==> src/rtl/wb_mon_pkg.sv <==
// ---------------------------------------------------------------------------
// wb_mon_pkg
// Shared types and constants for the Wishbone B3 classic-cycle monitor:
//   mon_state_t    - transfer tracking state (IDLE / WAIT)
//   ERR_*          - bit positions inside err_sticky_o
//   NUM_ERR        - number of violation classes
//   first_err_idx  - lowest set bit of a violation vector
// ---------------------------------------------------------------------------
package wb_mon_pkg;

  typedef enum logic {
    IDLE = 1'b0,
    WAIT = 1'b1
  } mon_state_t;

  localparam int ERR_RST_BUS    = 0;
  localparam int ERR_RST_SHORT  = 1;
  localparam int ERR_STB_NO_CYC = 2;
  localparam int ERR_ACK_NO_STB = 3;
  localparam int ERR_REQ_CHANGE = 4;
  localparam int ERR_TIMEOUT    = 5;
  localparam int NUM_ERR        = 6;

  // Priority encoder: index of the lowest set bit (0 when none is set).
  function automatic logic [2:0] first_err_idx(input logic [NUM_ERR-1:0] v);
    first_err_idx = 3'd0;
    for (int i = NUM_ERR - 1; i >= 0; i--) begin
      if (v[i]) first_err_idx = 3'(i);
    end
  endfunction

endpackage

==> src/rtl/wb_mon_rst_chk.sv <==
// ---------------------------------------------------------------------------
// wb_mon_rst_chk
// Watches the bus reset itself. Its state must survive wb_rst_i, so nothing
// here is cleared by it.
// Ports:
//   wb_clk_i     bus clock
//   wb_rst_i     observed bus reset (active high)
//   wb_cyc_i     observed cycle
//   wb_stb_i     observed strobe
//   rst_bus_o    cyc or stb high while reset is asserted (this cycle)
//   rst_short_o  reset falls this cycle after fewer than MIN_RST_CYC cycles
// ---------------------------------------------------------------------------
module wb_mon_rst_chk #(
  parameter int MIN_RST_CYC = 2
) (
  input  logic wb_clk_i,
  input  logic wb_rst_i,
  input  logic wb_cyc_i,
  input  logic wb_stb_i,
  output logic rst_bus_o,
  output logic rst_short_o
);

  // Consecutive high cycles of wb_rst_i seen so far; zero while reset is low,
  // so a non-zero value in a cycle with reset low marks the falling edge.
  logic [7:0] rst_len;

  // NOTE: this register has no reset on purpose: it measures the reset pulse
  // itself and would be wiped by the very event it is timing.
  always_ff @(posedge wb_clk_i) begin
    if (wb_rst_i) begin
      if (rst_len != 8'hFF) rst_len <= rst_len + 8'd1;
    end else begin
      rst_len <= 8'd0;
    end
  end

  assign rst_bus_o   = wb_rst_i & (wb_cyc_i | wb_stb_i);
  assign rst_short_o = ~wb_rst_i & (rst_len != 8'd0) & (int'(rst_len) < MIN_RST_CYC);

endmodule

==> src/rtl/wb_protocol_monitor.sv <==
// ---------------------------------------------------------------------------
// wb_protocol_monitor
// Passive Wishbone B3 classic-cycle monitor on the SDRAM controller slave
// port. Never drives the bus. Flags violations (sticky + pulse), captures the
// first error and counts completed transfers.
// Optional statistics outputs are enabled with the macro WB_MON_STATS_EN.
// Ports:
//   wb_clk_i, wb_rst_i        clock, synchronous active-high reset (observed)
//   wb_cyc_i .. wb_ack_o      observed bus signals (all inputs)
//   err_clr_i                 clears sticky bits and first-error capture
//   err_sticky_o[5:0]         sticky violation bits (see wb_mon_pkg ERR_*)
//   err_pulse_o               one-cycle pulse when any bit is newly set
//   first_err_code_o          lowest violated index + 1 of first error, 0 = none
//   first_err_addr_o          wb_addr_i at the first error
//   txn_cnt_o                 completed transfers, wraps
//   busy_o                    a transfer is waiting for ack
//   rd_cnt_o, wr_cnt_o        (WB_MON_STATS_EN) per-direction completions
//   max_lat_o                 (WB_MON_STATS_EN) largest ack latency, saturating
// ---------------------------------------------------------------------------
module wb_protocol_monitor
  import wb_mon_pkg::*;
#(
  parameter int AW          = 32,
  parameter int DW          = 32,
  parameter int TIMEOUT_CYC = 64,
  parameter int MIN_RST_CYC = 2,
  parameter int CW          = 16
) (
  input  logic            wb_clk_i,
  input  logic            wb_rst_i,
  input  logic            wb_cyc_i,
  input  logic            wb_stb_i,
  input  logic            wb_we_i,
  input  logic [DW/8-1:0] wb_sel_i,
  input  logic [AW-1:0]   wb_addr_i,
  input  logic            wb_ack_o,
  input  logic            err_clr_i,
  output logic [5:0]      err_sticky_o,
  output logic            err_pulse_o,
  output logic [2:0]      first_err_code_o,
  output logic [AW-1:0]   first_err_addr_o,
  output logic [CW-1:0]   txn_cnt_o,
  output logic            busy_o
`ifdef WB_MON_STATS_EN
  ,
  output logic [CW-1:0]   rd_cnt_o,
  output logic [CW-1:0]   wr_cnt_o,
  output logic [15:0]     max_lat_o
`endif
);

  // Bits that belong to the reset checker and are kept through wb_rst_i.
  localparam logic [NUM_ERR-1:0] RST_KEEP = 6'b000011;

  mon_state_t          state;
  logic [AW-1:0]       lat_addr;
  logic                lat_we;
  logic [DW/8-1:0]     lat_sel;
  logic [15:0]         wait_cnt;
  logic                drain;      // timed-out request still held; ignore it
  logic                rst_bus, rst_short;
  logic                req, req_changed, to_hit, txn_done, keep_first;
  logic [15:0]         wait_cnt_inc;
  logic [NUM_ERR-1:0]  det;

  wb_mon_rst_chk #(.MIN_RST_CYC(MIN_RST_CYC)) u_rst_chk (
    .wb_clk_i    (wb_clk_i),
    .wb_rst_i    (wb_rst_i),
    .wb_cyc_i    (wb_cyc_i),
    .wb_stb_i    (wb_stb_i),
    .rst_bus_o   (rst_bus),
    .rst_short_o (rst_short)
  );

  assign req          = wb_cyc_i & wb_stb_i;
  assign req_changed  = (wb_addr_i != lat_addr) | (wb_we_i != lat_we) | (wb_sel_i != lat_sel);
  assign wait_cnt_inc = wait_cnt + 16'd1;
  assign to_hit       = (state == WAIT) & req & ~wb_ack_o & (int'(wait_cnt_inc) == TIMEOUT_CYC);
  assign txn_done     = ~wb_rst_i & req & wb_ack_o & ((state == WAIT) | ~drain);
  assign keep_first   = (first_err_code_o == 3'(ERR_RST_BUS + 1)) ||
                        (first_err_code_o == 3'(ERR_RST_SHORT + 1));
  assign busy_o       = (state == WAIT);

  // NOTE: every always_comb output gets a default first so no path leaves it
  // unassigned, which would otherwise infer a latch.
  always_comb begin
    det                = '0;
    det[ERR_RST_BUS]   = rst_bus;
    det[ERR_RST_SHORT] = rst_short;
    if (!wb_rst_i) begin
      det[ERR_STB_NO_CYC] = wb_stb_i & ~wb_cyc_i;
      det[ERR_ACK_NO_STB] = wb_ack_o & ~req;
      det[ERR_REQ_CHANGE] = (state == WAIT) & (~req | req_changed);
      det[ERR_TIMEOUT]    = to_hit;
    end
  end

  // Transfer tracking FSM and transaction counter.
  // NOTE: sequential state uses non-blocking assignments so every register
  // samples pre-edge values, independent of statement order.
  always_ff @(posedge wb_clk_i) begin
    if (wb_rst_i) begin
      state     <= IDLE;
      lat_addr  <= '0;
      lat_we    <= 1'b0;
      lat_sel   <= '0;
      wait_cnt  <= '0;
      drain     <= 1'b0;
      txn_cnt_o <= '0;
    end else begin
      if (txn_done) txn_cnt_o <= txn_cnt_o + CW'(1);
      case (state)
        IDLE: begin
          if (drain) begin
            if (!req) drain <= 1'b0;
          end else if (req && !wb_ack_o) begin
            state    <= WAIT;
            lat_addr <= wb_addr_i;
            lat_we   <= wb_we_i;
            lat_sel  <= wb_sel_i;
            wait_cnt <= '0;
          end
        end
        WAIT: begin
          if (!req || wb_ack_o) begin
            state <= IDLE;
          end else if (to_hit) begin
            state <= IDLE;
            drain <= 1'b1;
          end else begin
            wait_cnt <= wait_cnt_inc;
            // Re-latch so a single change is flagged once, not every cycle.
            lat_addr <= wb_addr_i;
            lat_we   <= wb_we_i;
            lat_sel  <= wb_sel_i;
          end
        end
        default: state <= IDLE;
      endcase
    end
  end

  // Sticky bits and pulse; clear wins over a same-cycle violation.
  always_ff @(posedge wb_clk_i) begin
    if (err_clr_i) begin
      err_sticky_o <= '0;
      err_pulse_o  <= 1'b0;
    end else begin
      err_sticky_o <= (wb_rst_i ? (err_sticky_o & RST_KEEP) : err_sticky_o) | det;
      err_pulse_o  <= |(det & ~err_sticky_o);
    end
  end

  // First-error capture. Reset drops a capture of a bus-side error but keeps
  // one that refers to the reset-persistent bits.
  always_ff @(posedge wb_clk_i) begin
    if (err_clr_i) begin
      first_err_code_o <= '0;
      first_err_addr_o <= '0;
    end else if (wb_rst_i) begin
      if (!keep_first) begin
        if (det[ERR_RST_BUS]) begin
          first_err_code_o <= 3'(ERR_RST_BUS + 1);
          first_err_addr_o <= wb_addr_i;
        end else begin
          first_err_code_o <= '0;
          first_err_addr_o <= '0;
        end
      end
    end else if (first_err_code_o == 3'd0 && |det) begin
      first_err_code_o <= first_err_idx(det) + 3'd1;
      first_err_addr_o <= wb_addr_i;
    end
  end

`ifdef WB_MON_STATS_EN
  logic [15:0] cur_lat;

  // Single-cycle acks in IDLE have latency 0.
  assign cur_lat = (state == IDLE) ? 16'd0 :
                   (wait_cnt == 16'hFFFF) ? 16'hFFFF : wait_cnt_inc;

  always_ff @(posedge wb_clk_i) begin
    if (wb_rst_i) begin
      rd_cnt_o  <= '0;
      wr_cnt_o  <= '0;
      max_lat_o <= '0;
    end else if (txn_done) begin
      if (wb_we_i) wr_cnt_o <= wr_cnt_o + CW'(1);
      else         rd_cnt_o <= rd_cnt_o + CW'(1);
      if (cur_lat > max_lat_o) max_lat_o <= cur_lat;
    end
  end
`endif

endmodule
==> config.mk <==
export PLATFORM = sky130hd
export DESIGN_NAME = wb_protocol_monitor
export DESIGN_NICKNAME = d
export VERILOG_FILES = /design/src/rtl/wb_mon_pkg.sv /design/src/rtl/wb_mon_rst_chk.sv /design/src/rtl/wb_protocol_monitor.sv
export SDC_FILE = /design/constraint.sdc
export NUM_CORES = 1
export LEC_CHECK = 0
export CELL_PAD_IN_SITES_DETAIL_PLACEMENT = 1
export CELL_PAD_IN_SITES_GLOBAL_PLACEMENT = 2
export CORE_ASPECT_RATIO = 2
export CORE_MARGIN = 2
export CORE_UTILIZATION = 37
export CTS_CLUSTER_SIZE = 16
export DETAILED_ROUTE_END_ITERATION = 8
export DONT_BUFFER_PORTS = 1
export PLACE_DENSITY_LB_ADDON = 0.2
export SYNTH_ARGS = -nofsm -noshare
export SYNTH_HDL_FRONTEND = slang
export SYNTH_SLANG_ARGS = --single-unit
==> constraint.sdc <==
create_clock -name wb_clk_i -period 4.1 [get_ports wb_clk_i]
set_input_delay 0.82 -clock wb_clk_i [delete_from_list [all_inputs] [get_ports wb_clk_i]]
set_output_delay 0.82 -clock wb_clk_i [all_outputs]
set_load 0.01 [all_outputs]
==> results by group <==
Clock tree
  – Max Root-Sink Buffers: 2
  – Postcts setup bufs: 0
  – Worst-path clk slew: 0.06 ns
  – CTS root buffer: clkbuf_16
  – CTS Hold Buffers Added: 0
  – H-Tree Depth: 4
  – Total CTS buffers: 17
  – Clk_lat worst skew: 0.41 ns
  – Clock sink count: 121
  – CTS tree: yes
  – Number of gates resized after cts: 0

Setup path
  – FF-to-FF path depth: 8
  – Worst r2r dst: first_err_addr_o[9]
  – Critical path type: reg -> reg
  – Crit start category: flop
  – Crit path required time: 4.45 ns
  – Critical Path Source: wait_cnt[0]
  – Flop2flop setup slack: 0.55 ns
  – Crit path capture type: flop
  – RR Startpoint: wait_cnt[0]
  – Crit path to: first_err_addr_o[9]
  – Critical Path, Cell by Cell: ha_1, nand3_1, nor4_1, a31oi_1, or3_1, o21ai_1, a21o_1, a22o_1
  – Max stage delay on crit path: 0.86 ns
  – Data arrival, critical path: 3.90 ns
  – Slowest-stage cell, CP: a21o_1
  – Worst-path maximum fanout: 32

STA
  – Unrepaired setup endpoints after global routing: false
  – Sum Neg Setup Slack: 0 ns
  – Tcrit/Tclk final: 86.6%
  – Max-slew violation count: 0
  – Relative slew slack: 28.8%
  – Number of endpoints failing setup at the final stage: 0
  – Final hold violations: 0
  – Max Clock Freq: 282 MHz
  – Clock Skew: 0.0139 ns
  – Worst slew pin tran: 1.07 ns
  – Tmin final: 3.55 ns

Die
  – Row cnt: 62
  – # IOs: 102
  – Die Y-Extent: 176 um
  – Die area: 15900 um^2
  – Starting density of the core: 38.0%
  – Core Area: 14400 um^2
  – Die width: 90.0 um

Routing
  – Final WL: 15.5 mm
  – Via density: 5.60
  – Drt initial violations: 195
  – Drt wl/cell: 18.4 um
  – Final ANT Viol Nets: 0
  – Drt first pass iters: 4
  – DRC violations left: 0
  – Via Count: 4725

Place
  – Placer Congestion: 0.838
  – Placed Cells: 812
  – Final HPWL DP: 11.3 mm
  – Port bufs: 0
  – Placed inst area: 5590 um^2

Yosys
  – Sequential area share after synthesis: 44.2%
  – Netlist cell types: 58
  – Synth area leaders: dfxtp_1 (44%), nand2_1 (7.5%), xor2_1 (7.4%)
  – Ys async rst share: 0%
  – Mapped Avg Cell Area: 8.49 um^2
  – Seq cells post-synth: 121
  – Yosys top cell area share: 44.2%
  – Post-synth EDFFs: 0
  – Syn Nets: 693
  – Synth Instances: 645
  – Synth area leader: dfxtp_1
  – Synthesized cell area: 5480 um^2
  – Synth warnings: 0
  – Primary FF master, synth: dfxtp_1

Cells and area
  – Fill count: 1723
  – Fraction of layout cells with a size suffix above 1: 7.52%
  – Final Cell Area: 6230 um^2
  – # nets final: 687
  – Non-filler cells, final: 844
  – Fin util: 43.2%
  – Most frequent cells in the layout: dfxtp_1 (121), nand2_1 (110), a21oi_1 (67)
  – Register area: 2420 um^2
  – Synth-to-Final Area Change: 13.8%
  – Final antenna diode count: 0
  – Commonest non-fill, non-tap cell in the layout: dfxtp_1
  – Area of the multi-input gates: 2830 um^2

Power and ir drop
  – Pwr dens: 503 nW/um^2
  – VDD IR max: 0.305 mV
  – Pleak: 2.31 nW
  – Design Power: 3.14 mW

Global route
  – Gr usage total: 20.1%
  – Vias in the first global route: 5006
  – Global route overflow: 0
  – First-pass GRT wire length: 25.5 mm
  – Largest net degree at the start of global routing: 86
  – Initial antenna violation count: 0

Status
  – Status: complete, no violations

Min path
  – Worst Hold Class: reg -> reg
  – Hold-critical path depth: 2

Job
  – Max_cap viols: 0
## how the worst min path moves through the flow
stage | startpoint | to | slack, ns
after CTS | err_clr_i | err_sticky_o[0] | 0.46
after global placement | lat_addr[28] | lat_addr[28] | 0.45
final | lat_addr[19] | lat_addr[19] | 0.46
after floorplan | lat_addr[0] | lat_addr[0] | 0.45
after detailed placement | lat_addr[19] | lat_addr[19] | 0.45
after global routing | wb_rst_i | txn_cnt_o[9] | 0.46
## critical path, delay by kind of cell, from the launching register on
| family | cells | cell delay (ns) |
|---|---|---|
| compound gates | 4 | 1.62 |
| simple gates | 3 | 1.11 |
| flops | 1 | 0.41 |
| fa+ha+maj | 1 | 0.34 |
## logic make-up after synthesis
group                    after synthesis  share of synthesized area, %
XOR/XNOR                              55                          8.79
buffers and inverters                 44                          4.39
adder cells (fa/ha/maj)                5                          1.14
AO/OA/AOI/OAI                        159                          18.9
multiplexers                           1                         0.183
AND/OR/NAND/NOR                      260                          22.4
flip-flops                           121                          44.2
## cells in the mapped netlist (all sizes together) (13+ instances only)
master  count
a21oi      69
a22o       32
buf        15
clkbuf     19
dfxtp     121
nand2     110
nand3      16
nand4      15
nor2       47
nor3       13
nor4       13
o21ai      25
or3        15
xor2       46
## power breakdown
| group | leakage [nW] | internal, mW | total, mW | switching [mW] |
|---|---|---|---|---|
| Combinational | 1.01 | 0.0833 | 0.191 | 0.108 |
| Clock | 0.309 | 1.04 | 1.63 | 0.595 |
| Sequential | 0.985 | 1.24 | 1.32 | 0.0740 |
## through the flow
step	setup WS, ns	hold WS, ns
2_1_floorplan	1.19	0.448
3_3_place_gp	0.671	0.448
3_5_place_dp	0.596	0.453
4_1_cts	0.569	0.457
5_1_grt	0.118	0.462
6_report	0.551	0.464
## flip-flops by register name (all words and copies together), names as in the netlist
signal and flops:
u_rst_chk.rst_len 8, drain 1, first_err_addr_o 32, lat_addr 32, wait_cnt 16, first_err_code_o 3
err_pulse_o 1, busy_o 1, lat_sel 4, lat_we 1, err_sticky_o 6, txn_cnt_o 16
## metal layers
| layer | vias up | GRT usage [%] | share of wire (%) |
|---|---|---|---|
| li1 | 2289 | - | - |
| met1 | 2318 | 19.8 | 37 |
| met2 | 95 | 40.3 | 57 |
| met3 | 23 | 3.67 | 3.3 |
| met4 | 0 | 7.95 | 2.2 |
| met5 | - | 0 | 0 |
## area by class of cell
cell class,count,area share [%]
clock buffers,18,6.89
clock inverters,14,3.35
well taps,192,3.85
repair buffers,9,1.08
multi-input cells,480,45.4
flip-flops and latches,121,38.9
inverters,10,0.602
(Power assumes the default switching activity.)
